[src/rtl/mem_arbiter_pkg.sv]
// mem_arbiter_pkg: shared FSM states, port IDs and defaults for the memory arbiter.
package mem_arbiter_pkg;
  typedef enum logic [1:0] {IDLE, ACCESS, DONE} state_e;
  localparam logic PORT_PIPE = 1'b0;
  localparam logic PORT_DBG = 1'b1;
  localparam int DEF_TIMEOUT = 15;
  localparam int CNT_W = 8;
endpackage

[src/rtl/mem_arbiter_if.sv]
// mem_arbiter_if: requester ports, stall/error and data-memory bus of the arbiter.
interface mem_arbiter_if #(parameter int ADDR_W = 32, parameter int DATA_W = 32);
  logic p0_req_i, p0_we_i, p0_ack_o;
  logic [ADDR_W-1:0] p0_addr_i;
  logic [DATA_W-1:0] p0_wdata_i, p0_rdata_o;
  logic p1_req_i, p1_we_i, p1_ack_o;
  logic [ADDR_W-1:0] p1_addr_i;
  logic [DATA_W-1:0] p1_wdata_i, p1_rdata_o;
  logic stall_o, err_o, err_port_o;
  logic mem_req_o, mem_we_o, mem_ack_i;
  logic [ADDR_W-1:0] mem_addr_o;
  logic [DATA_W-1:0] mem_wdata_o, mem_rdata_i;
  modport slave (
    input p0_req_i, p0_we_i, p0_addr_i, p0_wdata_i, p1_req_i, p1_we_i, p1_addr_i, p1_wdata_i,
    input mem_rdata_i, mem_ack_i,
    output p0_ack_o, p0_rdata_o, p1_ack_o, p1_rdata_o, stall_o, err_o, err_port_o,
    output mem_req_o, mem_we_o, mem_addr_o, mem_wdata_o
  );
  modport master (
    output p0_req_i, p0_we_i, p0_addr_i, p0_wdata_i, p1_req_i, p1_we_i, p1_addr_i, p1_wdata_i,
    output mem_rdata_i, mem_ack_i,
    input p0_ack_o, p0_rdata_o, p1_ack_o, p1_rdata_o, stall_o, err_o, err_port_o,
    input mem_req_o, mem_we_o, mem_addr_o, mem_wdata_o
  );
endinterface

[src/rtl/mem_arbiter_timeout_cnt.sv]
// arb_timeout_cnt: 8-bit access-cycle counter; expire_o flags the last allowed cycle.
module arb_timeout_cnt import mem_arbiter_pkg::*; #(parameter int LIMIT = DEF_TIMEOUT) (
  input  logic clk_i,
  input  logic reset_n_i,
  input  logic clr_i,
  input  logic en_i,
  output logic expire_o
);
  logic [CNT_W-1:0] cnt_q, cnt_d;
  assign cnt_d = clr_i ? '0 : en_i ? cnt_q + 1'b1 : cnt_q;
  // Flag the cycle whose missing ack would make the count reach LIMIT.
  assign expire_o = cnt_q == CNT_W'(LIMIT - 1);
  always_ff @(posedge clk_i or negedge reset_n_i)
    if (!reset_n_i) cnt_q <= '0;
    else cnt_q <= cnt_d;
endmodule

[src/rtl/mem_arbiter.sv]
// mem_arbiter: round-robin arbiter of pipeline and debug ports onto one data memory,
// with per-access timeout abort.
module mem_arbiter import mem_arbiter_pkg::*; #(
  parameter int ADDR_W = 32,
  parameter int DATA_W = 32,
  parameter int TIMEOUT = DEF_TIMEOUT
) (
  input logic clk_i,
  input logic reset_n_i,
  mem_arbiter_if.slave bus
);
  state_e state_q, state_d;
  logic grant_q, grant_d, ptr_q, ptr_d, we_q, we_d, err_q, err_d;
  logic [ADDR_W-1:0] addr_q, addr_d;
  logic [DATA_W-1:0] wdata_q, wdata_d, rdata0_q, rdata0_d, rdata1_q, rdata1_d, rdata_fin;
  logic win, in_access, expire, p0_ack;
  assign in_access = state_q == ACCESS;
  // On a tie the port granted last loses; a single requester always wins.
  assign win = (bus.p0_req_i & bus.p1_req_i) ? ~ptr_q : bus.p1_req_i;
  assign rdata_fin = bus.mem_ack_i ? bus.mem_rdata_i : '0;
  arb_timeout_cnt #(.LIMIT(TIMEOUT)) u_cnt (
    .clk_i(clk_i),
    .reset_n_i(reset_n_i),
    .clr_i(!in_access),
    .en_i(in_access & !bus.mem_ack_i),
    .expire_o(expire)
  );
  always_comb begin
    state_d = state_q;
    grant_d = grant_q;
    ptr_d = ptr_q;
    we_d = we_q;
    addr_d = addr_q;
    wdata_d = wdata_q;
    err_d = err_q;
    rdata0_d = rdata0_q;
    rdata1_d = rdata1_q;
    unique case (state_q)
      IDLE: if (bus.p0_req_i | bus.p1_req_i) begin
        state_d = ACCESS;
        grant_d = win;
        ptr_d = win;
        we_d = win ? bus.p1_we_i : bus.p0_we_i;
        addr_d = win ? bus.p1_addr_i : bus.p0_addr_i;
        wdata_d = win ? bus.p1_wdata_i : bus.p0_wdata_i;
        err_d = 1'b0;
      end
      ACCESS: if (bus.mem_ack_i | expire) begin
        state_d = DONE;
        err_d = !bus.mem_ack_i;
        rdata0_d = (!we_q && grant_q == PORT_PIPE) ? rdata_fin : rdata0_q;
        rdata1_d = (!we_q && grant_q == PORT_DBG) ? rdata_fin : rdata1_q;
      end
      DONE: state_d = IDLE;
      default: state_d = IDLE;
    endcase
  end
  always_ff @(posedge clk_i or negedge reset_n_i)
    if (!reset_n_i) begin
      state_q <= IDLE;
      grant_q <= PORT_PIPE;
      ptr_q <= PORT_DBG;
      we_q <= 1'b0;
      addr_q <= '0;
      wdata_q <= '0;
      err_q <= 1'b0;
      rdata0_q <= '0;
      rdata1_q <= '0;
    end else begin
      state_q <= state_d;
      grant_q <= grant_d;
      ptr_q <= ptr_d;
      we_q <= we_d;
      addr_q <= addr_d;
      wdata_q <= wdata_d;
      err_q <= err_d;
      rdata0_q <= rdata0_d;
      rdata1_q <= rdata1_d;
    end
  assign p0_ack = state_q == DONE && grant_q == PORT_PIPE;
  assign bus.p0_ack_o = p0_ack;
  assign bus.p1_ack_o = state_q == DONE && grant_q == PORT_DBG;
  assign bus.p0_rdata_o = rdata0_q;
  assign bus.p1_rdata_o = rdata1_q;
  assign bus.err_o = state_q == DONE && err_q;
  assign bus.err_port_o = state_q == DONE && err_q && grant_q;
  assign bus.stall_o = bus.p0_req_i & ~p0_ack;
  assign bus.mem_req_o = in_access;
  assign bus.mem_we_o = in_access & we_q;
  assign bus.mem_addr_o = addr_q;
  assign bus.mem_wdata_o = wdata_q;
endmodule

[src/flat_wrapper.sv]
// flat-port wrapper written by rule: the top's interface ports become plain ports
module mem_arbiter_flat import mem_arbiter_pkg::*;
#(
  parameter int ADDR_W = 32,
  parameter int DATA_W = 32,
  parameter int TIMEOUT = DEF_TIMEOUT
)
  (clk_i, reset_n_i, bus_p0_req_i, bus_p0_we_i, bus_p0_addr_i, bus_p0_wdata_i, bus_p1_req_i, bus_p1_we_i, bus_p1_addr_i, bus_p1_wdata_i, bus_mem_rdata_i, bus_mem_ack_i, bus_p0_ack_o, bus_p0_rdata_o, bus_p1_ack_o, bus_p1_rdata_o, bus_stall_o, bus_err_o, bus_err_port_o, bus_mem_req_o, bus_mem_we_o, bus_mem_addr_o, bus_mem_wdata_o);
  mem_arbiter_if #(.ADDR_W(ADDR_W), .DATA_W(DATA_W)) bus_i ();
  input logic clk_i;
  input logic reset_n_i;
  input wire logic [$bits(bus_i.p0_req_i)-1:0] bus_p0_req_i;
  input wire logic [$bits(bus_i.p0_we_i)-1:0] bus_p0_we_i;
  input wire logic [$bits(bus_i.p0_addr_i)-1:0] bus_p0_addr_i;
  input wire logic [$bits(bus_i.p0_wdata_i)-1:0] bus_p0_wdata_i;
  input wire logic [$bits(bus_i.p1_req_i)-1:0] bus_p1_req_i;
  input wire logic [$bits(bus_i.p1_we_i)-1:0] bus_p1_we_i;
  input wire logic [$bits(bus_i.p1_addr_i)-1:0] bus_p1_addr_i;
  input wire logic [$bits(bus_i.p1_wdata_i)-1:0] bus_p1_wdata_i;
  input wire logic [$bits(bus_i.mem_rdata_i)-1:0] bus_mem_rdata_i;
  input wire logic [$bits(bus_i.mem_ack_i)-1:0] bus_mem_ack_i;
  output wire logic [$bits(bus_i.p0_ack_o)-1:0] bus_p0_ack_o;
  output wire logic [$bits(bus_i.p0_rdata_o)-1:0] bus_p0_rdata_o;
  output wire logic [$bits(bus_i.p1_ack_o)-1:0] bus_p1_ack_o;
  output wire logic [$bits(bus_i.p1_rdata_o)-1:0] bus_p1_rdata_o;
  output wire logic [$bits(bus_i.stall_o)-1:0] bus_stall_o;
  output wire logic [$bits(bus_i.err_o)-1:0] bus_err_o;
  output wire logic [$bits(bus_i.err_port_o)-1:0] bus_err_port_o;
  output wire logic [$bits(bus_i.mem_req_o)-1:0] bus_mem_req_o;
  output wire logic [$bits(bus_i.mem_we_o)-1:0] bus_mem_we_o;
  output wire logic [$bits(bus_i.mem_addr_o)-1:0] bus_mem_addr_o;
  output wire logic [$bits(bus_i.mem_wdata_o)-1:0] bus_mem_wdata_o;
  assign bus_i.p0_req_i = bus_p0_req_i;
  assign bus_i.p0_we_i = bus_p0_we_i;
  assign bus_i.p0_addr_i = bus_p0_addr_i;
  assign bus_i.p0_wdata_i = bus_p0_wdata_i;
  assign bus_i.p1_req_i = bus_p1_req_i;
  assign bus_i.p1_we_i = bus_p1_we_i;
  assign bus_i.p1_addr_i = bus_p1_addr_i;
  assign bus_i.p1_wdata_i = bus_p1_wdata_i;
  assign bus_i.mem_rdata_i = bus_mem_rdata_i;
  assign bus_i.mem_ack_i = bus_mem_ack_i;
  assign bus_p0_ack_o = bus_i.p0_ack_o;
  assign bus_p0_rdata_o = bus_i.p0_rdata_o;
  assign bus_p1_ack_o = bus_i.p1_ack_o;
  assign bus_p1_rdata_o = bus_i.p1_rdata_o;
  assign bus_stall_o = bus_i.stall_o;
  assign bus_err_o = bus_i.err_o;
  assign bus_err_port_o = bus_i.err_port_o;
  assign bus_mem_req_o = bus_i.mem_req_o;
  assign bus_mem_we_o = bus_i.mem_we_o;
  assign bus_mem_addr_o = bus_i.mem_addr_o;
  assign bus_mem_wdata_o = bus_i.mem_wdata_o;
  mem_arbiter #(.ADDR_W(ADDR_W), .DATA_W(DATA_W), .TIMEOUT(TIMEOUT)) u_core (.clk_i(clk_i), .reset_n_i(reset_n_i), .bus(bus_i));
endmodule
[config.mk]
export PLATFORM = sky130hd
export DESIGN_NAME = mem_arbiter_flat
export DESIGN_NICKNAME = d
export VERILOG_FILES = /design/src/rtl/mem_arbiter_pkg.sv /design/src/rtl/mem_arbiter_if.sv /design/src/rtl/mem_arbiter_timeout_cnt.sv /design/src/rtl/mem_arbiter.sv /design/src/flat_wrapper.sv
export SDC_FILE = /design/constraint.sdc
export NUM_CORES = 1
export LEC_CHECK = 0
export ABC_AREA = 1
export BUFFER_PORTS_ARGS = -buffer_cell sky130_fd_sc_hd__buf_4
export CORE_ASPECT_RATIO = 1.2
export CORE_MARGIN = 1.5
export CORE_UTILIZATION = 40
export CTS_CLUSTER_DIAMETER = 120
export DETAILED_ROUTE_END_ITERATION = 10
export PLACE_DENSITY = 0.77
export SYNTH_ARGS = -nofsm -noshare
export SYNTH_HDL_FRONTEND = slang
export SYNTH_SLANG_ARGS = --single-unit
[constraint.sdc]
create_clock -name clk_i -period 3.6 [get_ports clk_i]
set_input_delay 0.72 -clock clk_i [delete_from_list [all_inputs] [get_ports clk_i]]
set_output_delay 0.72 -clock clk_i [all_outputs]
set_load 0.005 [all_outputs]
==> results.json, run 1 <==
{
  "grt_pass1_vias": 6101,
  "post-route-util_pct": 61.4,
  "die_area_sq_um": 16400,
  "cp_max_fo": 5,
  "antenna_found_initial": 1,
  "power_density_nw_per_um2": 807,
  "die_x_um": 117,
  "netlist_instances": 792,
  "final-setup-viol-count": 0,
  "dp_hpwl_mm": 14.3,
  "num_rows": 49,
  "start_kind": "flip-flop",
  "core_area_sq_um": 15100,
  "postCtsSetupRepairBufs": 0,
  "synth_most_common_cell": "nand2_1",
  "netlist.area_leader.share_pct": 56.2,
  "syn2layout_area_growth_pct": 48.3,
  "cp.required_ns": 2.88,
  "cts_tree": "done",
  "cts_sinks": 142,
  "vias": 6261,
  "routabilityCongestion": 0.842,
  "die_y_um": 140,
  "syn_avg_cell_area_sq_um": 7.92,
  "cts_max_path_buffers": 2,
  "drc": 0,
  "crit_family": "compound AO/OA/AOI/OAI gates",
  "post_cts_resized": 0,
  "regArea_sq_um": 3550,
  "grt_usage_pct": 25.0,
  "ys_top_cells_by_area": "dfrtp_1, nand2_1, o21ai_0, nor2_1, o21ai_1",
  "multi_input_area_sq_um": 2360,
  "grt_pass1_wl_mm": 31.9,
  "io_pins": 302,
  "hold_viol": 0,
  "drtAntennaViolNets": 0,
  "hold_path_class": "in -> async",
  "synth_seq_cells": 142,
  "cts.root.buffer_cell": "clkbuf_16",
  "tns_ns": 0,
  "end_kind": "output pin",
  "final_layout_size_suffix_gt1_share_pct": 32.1,
  "ys_seq_area_share_pct": 56.7,
  "finClkSkew_ns": 0.00792,
  "slew_headroom_pct": 48.0,
  "start_util_pct": 41.4,
  "htreeDepth": 4,
  "cp_slowest_stage_delay_ns": 0.40,
  "synth-async-reset-ratio_pct": 100,
  "yosys-top-cells-count": "nand2_1, dfrtp_1, o21ai_0",
  "wl_per_cell_um": 15.7,
  "crit_arrival_ns": 1.66,
  "cts_buffers": 17,
  "drt-initial-drc-count": 528,
  "outcome": "complete, no violations",
  "ys.flop_type": "dfrtp_1",
  "final_nets": 1247,
  "overflow": 0,
  "first_pass_iters": 5,
  "totalWireLength_mm": 20.4,
  "syn_area_sq_um": 6270,
  "ir_drop_uv": 410,
  "crit_path_cell_trace": "inv_2, nand2_1, o21ai_0, inv_1, buf_4",
  "min_period_ns": 2.38,
  "worst-path-buf-inv": 3,
  "slew_violations": 0,
  "reg2reg_depth": 7,
  "path_clk_slew_ns": 0.06,
  "io_buffers": 301,
  "nFillCells": 1340,
  "synth_cell_types": 22,
  "tightest_slew_ns": 0.780,
  "cts_hold_buf": 0,
  "cp.depth": 5,
  "grt_max_degree": 83,
  "yosysTopAreaCell": "dfrtp_1",
  "post-route-period-util_pct": 66.1,
  "yosysWarnings": 0,
  "syn-num-nets": 961,
  "clkLatencyLatePin_ns": 0.42,
  "routed_via_density": 4.83,
  "rsz0062_at_grt": "false",
  "crit_type": "reg -> out",
  "fmax_mhz": 420,
  "cpMaxStageDelayCell": "o21ai_0",
  "maxCapViolations": 0,
  "synth_edf_count": 0,
  "p_leak_nw": 5.06
}
## stage by stage
stage	hold slack, ns	cells	cell area (sq um)	power (mW)	setup slack [ns]
6_report	0.335	1296	9300	7.51	1.22
5_1_grt	0.386	1295	9300	8.01	1.11
4_1_cts	0.368	1295	9300	7.56	1.18
3_5_place_dp	0.459	1263	8710	5.74	1.27
3_3_place_gp	0.454	1263	8710	5.67	1.30
2_1_floorplan	0.424	792	6270	4.00	2.03
## report_power, final
part,total [mW],leakage (nW),internal [mW],switching (mW)
Sequential,2.80,1.77,2.35,0.454
Combinational,2.91,3.01,1.44,1.47
Clock,1.79,0.280,1.09,0.699
Total,7.51,5.06,4.88,2.63
## cell type report
cell class / instances / area share, %
Timing Repair Buffer: 311 / 25.4
Antenna cell: 1 / 0.0269
Tap cell: 204 / 2.74
Inverter: 47 / 1.90
Clock inverter: 13 / 1.73
Sequential cell: 142 / 38.2
Multi-Input combinational cell: 559 / 25.3
Clock buffer: 19 / 4.65
## placed cells by master, fill, tap and decap left out, drive strengths merged
cell type  instances
o22ai              1
nand2            318
nand4              1
clkinvlp           4
bufinv             3
nand3              5
o21ai            137
clkbuf            19
nor3b              1
dfstp              1
inv               49
a21oi              4
dfrtp            141
diode              1
clkinv             4
nor3               6
buf              311
nor2              83
and3               1
ha                 2
## cells by family after synthesis
logic type / synth area share (%)
AND/OR/NAND/NOR: 25.7
AO/OA/AOI/OAI: 11.3
adder cells (fa/ha/maj): 0.399
flip-flops: 56.7
buffers and inverters: 5.88
## final timing paths
path                                          startpoint                                    end  slack [ns]
max in group asynchronous                      reset_n_i  u_core.bus.mem_addr_o[29]$_DFFE_PN0P_        2.46
min                                            reset_n_i   u_core.bus.p0_rdata_o[3]$_DFFE_PN0P_        0.34
min in group clk_i              u_core.ptr_q$_DFFE_PN1P_               u_core.ptr_q$_DFFE_PN1P_        0.46
max reg2reg                u_core.state_q[1]$_DFFE_PN0P_   u_core.bus.p0_rdata_o[2]$_DFFE_PN0P_        1.56
max                        u_core.state_q[0]$_DFFE_PN0P_                            bus_stall_o        1.22
min reg2reg                     u_core.ptr_q$_DFFE_PN1P_               u_core.ptr_q$_DFFE_PN1P_        0.46
## registers in the layout (all words and copies together) (netlist names)
| name | flops |
|---|---|
| u_core.bus.mem_addr_o | 32 |
| u_core.we_q | 1 |
| u_core.grant_q | 1 |
| u_core.bus.p1_rdata_o | 32 |
| u_core.u_cnt.cnt_q | 8 |
| u_core.err_q | 1 |
| u_core.state_q | 2 |
| u_core.ptr_q | 1 |
| u_core.bus.mem_wdata_o | 32 |
| u_core.bus.p0_rdata_o | 32 |
## layer usage
| layer | GRT usage (%) | share of wire [%] |
|---|---|---|
| met5 | 0 | 0 |
| met3 | 7.98 | 8.6 |
| met2 | 42.6 | 49 |
| met4 | 8.19 | 1.7 |
| met1 | 30.0 | 41 |
No activity file was read; power rests on OpenSTA's default activity.
==> run 2, diff against run 1 <==
==> constraint.sdc (replaced) <==
create_clock -name clk_i -period 2.3 [get_ports clk_i]
set_input_delay 0.46 -clock clk_i [delete_from_list [all_inputs] [get_ports clk_i]]
set_output_delay 0.46 -clock clk_i [all_outputs]
set_load 0.005 [all_outputs]
==> run 2 against run 1 <==
Effect of this change:
- total power increased by 56%
- global-route usage down 0.12 points
- non-clock buffer count grew 8
- sequential power up 56%
- final cell count increased by 0.54%
- largest power group unchanged
==> results.json, run 2 (synthesis results as in run 1) <==
{
  "outcome": "complete, no violations",
  "total_power_mw": 11.7,
  "crit_type": "reg -> out",
  "hold_viol": 0,
  "r2r-start": "u_core.u_cnt.cnt_q[0]$_DFFE_PN0P_",
  "crit_arrival_ns": 1.46,
  "die_y_um": 140,
  "final_common_cell": "nand2_1",
  "final_cell_mix": "nand2_1, buf_4, dfrtp_1",
  "syn2layout_area_growth_pct": 49.2,
  "fmax_mhz": 522,
  "m1WireLength_mm": 8.41,
  "hold_path_class": "in -> async",
  "p_switching_mw": 4.10,
  "die_area_sq_um": 16400,
  "end_kind": "output pin",
  "cp_slowest_stage_delay_ns": 0.42,
  "ir_drop_uv": 689,
  "power_frac_clock_pct": 23.4,
  "tns_ns": 0,
  "die_x_um": 117,
  "worst-path-buf-inv": 2,
  "drt-initial-drc-count": 434,
  "cts.root.buffer_cell": "clkbuf_16",
  "wl_met2_mm": 9.80,
  "drtAntennaViolNets": 0,
  "start_util_pct": 41.4,
  "reg2reg_slack_ns": 0.63,
  "postCtsSetupRepairBufs": 0,
  "num_rows": 49,
  "tightest_slew_ns": 0.580,
  "cts_buffers": 17,
  "cp.required_ns": 1.84,
  "top_layer": "met5",
  "combPwrFrac_pct": 39.3,
  "cpMaxStageDelayCell": "dfrtp_1",
  "wl_per_cell_um": 15.6,
  "crit_path_cell_trace": "nor2_4, inv_2, nor2_1, buf_4",
  "first_pass_iters": 4,
  "post_cts_resized": 0,
  "routed_via_density": 4.88,
  "nFillCells": 1331,
  "io_buffers": 301,
  "slew_violations": 0,
  "finClkSkew_ns": 0.00744,
  "cts_max_path_buffers": 2,
  "start_kind": "flip-flop",
  "final_nets": 1255,
  "switching_share_pct": 35.0,
  "reg2reg_depth": 8,
  "met3_length_mm": 1.77,
  "power_density_nw_per_um2": 1250,
  "grt_max_degree": 60,
  "cts_hold_buf": 0,
  "slew_headroom_pct": 61.3,
  "vias": 6363,
  "htreeDepth": 4,
  "antennaDiodeCount": 0,
  "seqPwrFrac_pct": 37.4,
  "clkLatencyLatePin_ns": 0.42,
  "dp_hpwl_mm": 14.6,
  "antenna_found_initial": 1,
  "io_pins": 302,
  "cp_max_fo": 10,
  "cts_tree": "done",
  "final-setup-viol-count": 0,
  "min_period_ns": 1.92,
  "core_area_sq_um": 15100,
  "cts_sinks": 142,
  "drc": 0,
  "post-route-util_pct": 61.8,
  "grt_pass1_wl_mm": 32.0,
  "rsz0062_at_grt": "false",
  "grt_usage_pct": 24.8,
  "maxCapViolations": 0,
  "p_leak_nw": 5.09,
  "routabilityCongestion": 0.822,
  "final_layout_size_suffix_gt1_share_pct": 32.8,
  "p_int_mw": 7.62,
  "crit_family": "flip-flops",
  "totalWireLength_mm": 20.3,
  "r2r_end": "u_core.bus.p0_rdata_o[5]$_DFFE_PN0P_",
  "grt_pass1_vias": 6157,
  "cp.depth": 4,
  "path_clk_slew_ns": 0.06,
  "post-route-period-util_pct": 83.3,
  "overflow": 0
}
-- run 2: worst max path at each step --
stage,startpoint,end
finish,u_core.state_q[1]$_DFFE_PN0P_,bus_mem_we_o
global route,u_core.state_q[1]$_DFFE_PN0P_,bus_mem_we_o
CTS,u_core.state_q[1]$_DFFE_PN0P_,bus_mem_we_o
detailed placement,u_core.u_cnt.cnt_q[0]$_DFFE_PN0P_,u_core.bus.p1_rdata_o[17]$_DFFE_PN0P_
global placement,bus_p0_req_i,u_core.bus.mem_addr_o[21]$_DFFE_PN0P_
floorplan,u_core.state_q[1]$_DFFE_PN0P_,u_core.bus.p0_rdata_o[0]$_DFFE_PN0P_
-- run 2: layer usage --
| metal | up-vias | global-route usage, % |
|---|---|---|
| met1 | 2992 | 31.7 |
| li1 | 3062 | - |
| met5 | - | 0 |
| met3 | 22 | 7.49 |
| met4 | 2 | 8.19 |
| met2 | 285 | 40.5 |
-- run 2: per-stage QoR --
step | hold slack, ns | setup slack (ns) | cells | instance area (sq um)
floorplan | 0.164 | 0.913 | 792 | 6270
global placement | 0.454 | 0.693 | 1271 | 8770
detailed placement | 0.459 | 0.667 | 1271 | 8770
CTS | 0.0327 | 0.364 | 1303 | 9360
global route | 0.0618 | 0.298 | 1303 | 9360
finish | 0.0261 | 0.384 | 1303 | 9360
-- run 2: cell type report --
type                    count  area (sq um)  area share, %
flip-flops and latches    142          3550           38.0
repair buffers            319          2420           25.9
multi-input cells         559          2360           25.2
clock buffers              19           453           4.84
well taps                 204           255           2.73
inverters                  47           176           1.89
clock inverters            13           139           1.48
-- run 2: worst register-to-register path, stage by stage, from the launching register on --
cell and delay [ns]:
dfrtp_1 0.42, inv_1 0.09, ha_1 0.16, nand3_1 0.09, o21ai_1 0.27, nand2_1 0.08
buf_4 0.26, nand2_1 0.13, nand2_1 0.06
-- run 2: power by group through the flow --
stage	combinational (mW)	sequential, mW	clock (mW)
5_1_grt	5.12	4.51	2.89
4_1_cts	4.66	4.37	2.79
6_report	4.60	4.38	2.74
3_3_place_gp	4.56	4.36	0
2_1_floorplan	1.86	4.41	0
3_5_place_dp	4.65	4.38	0
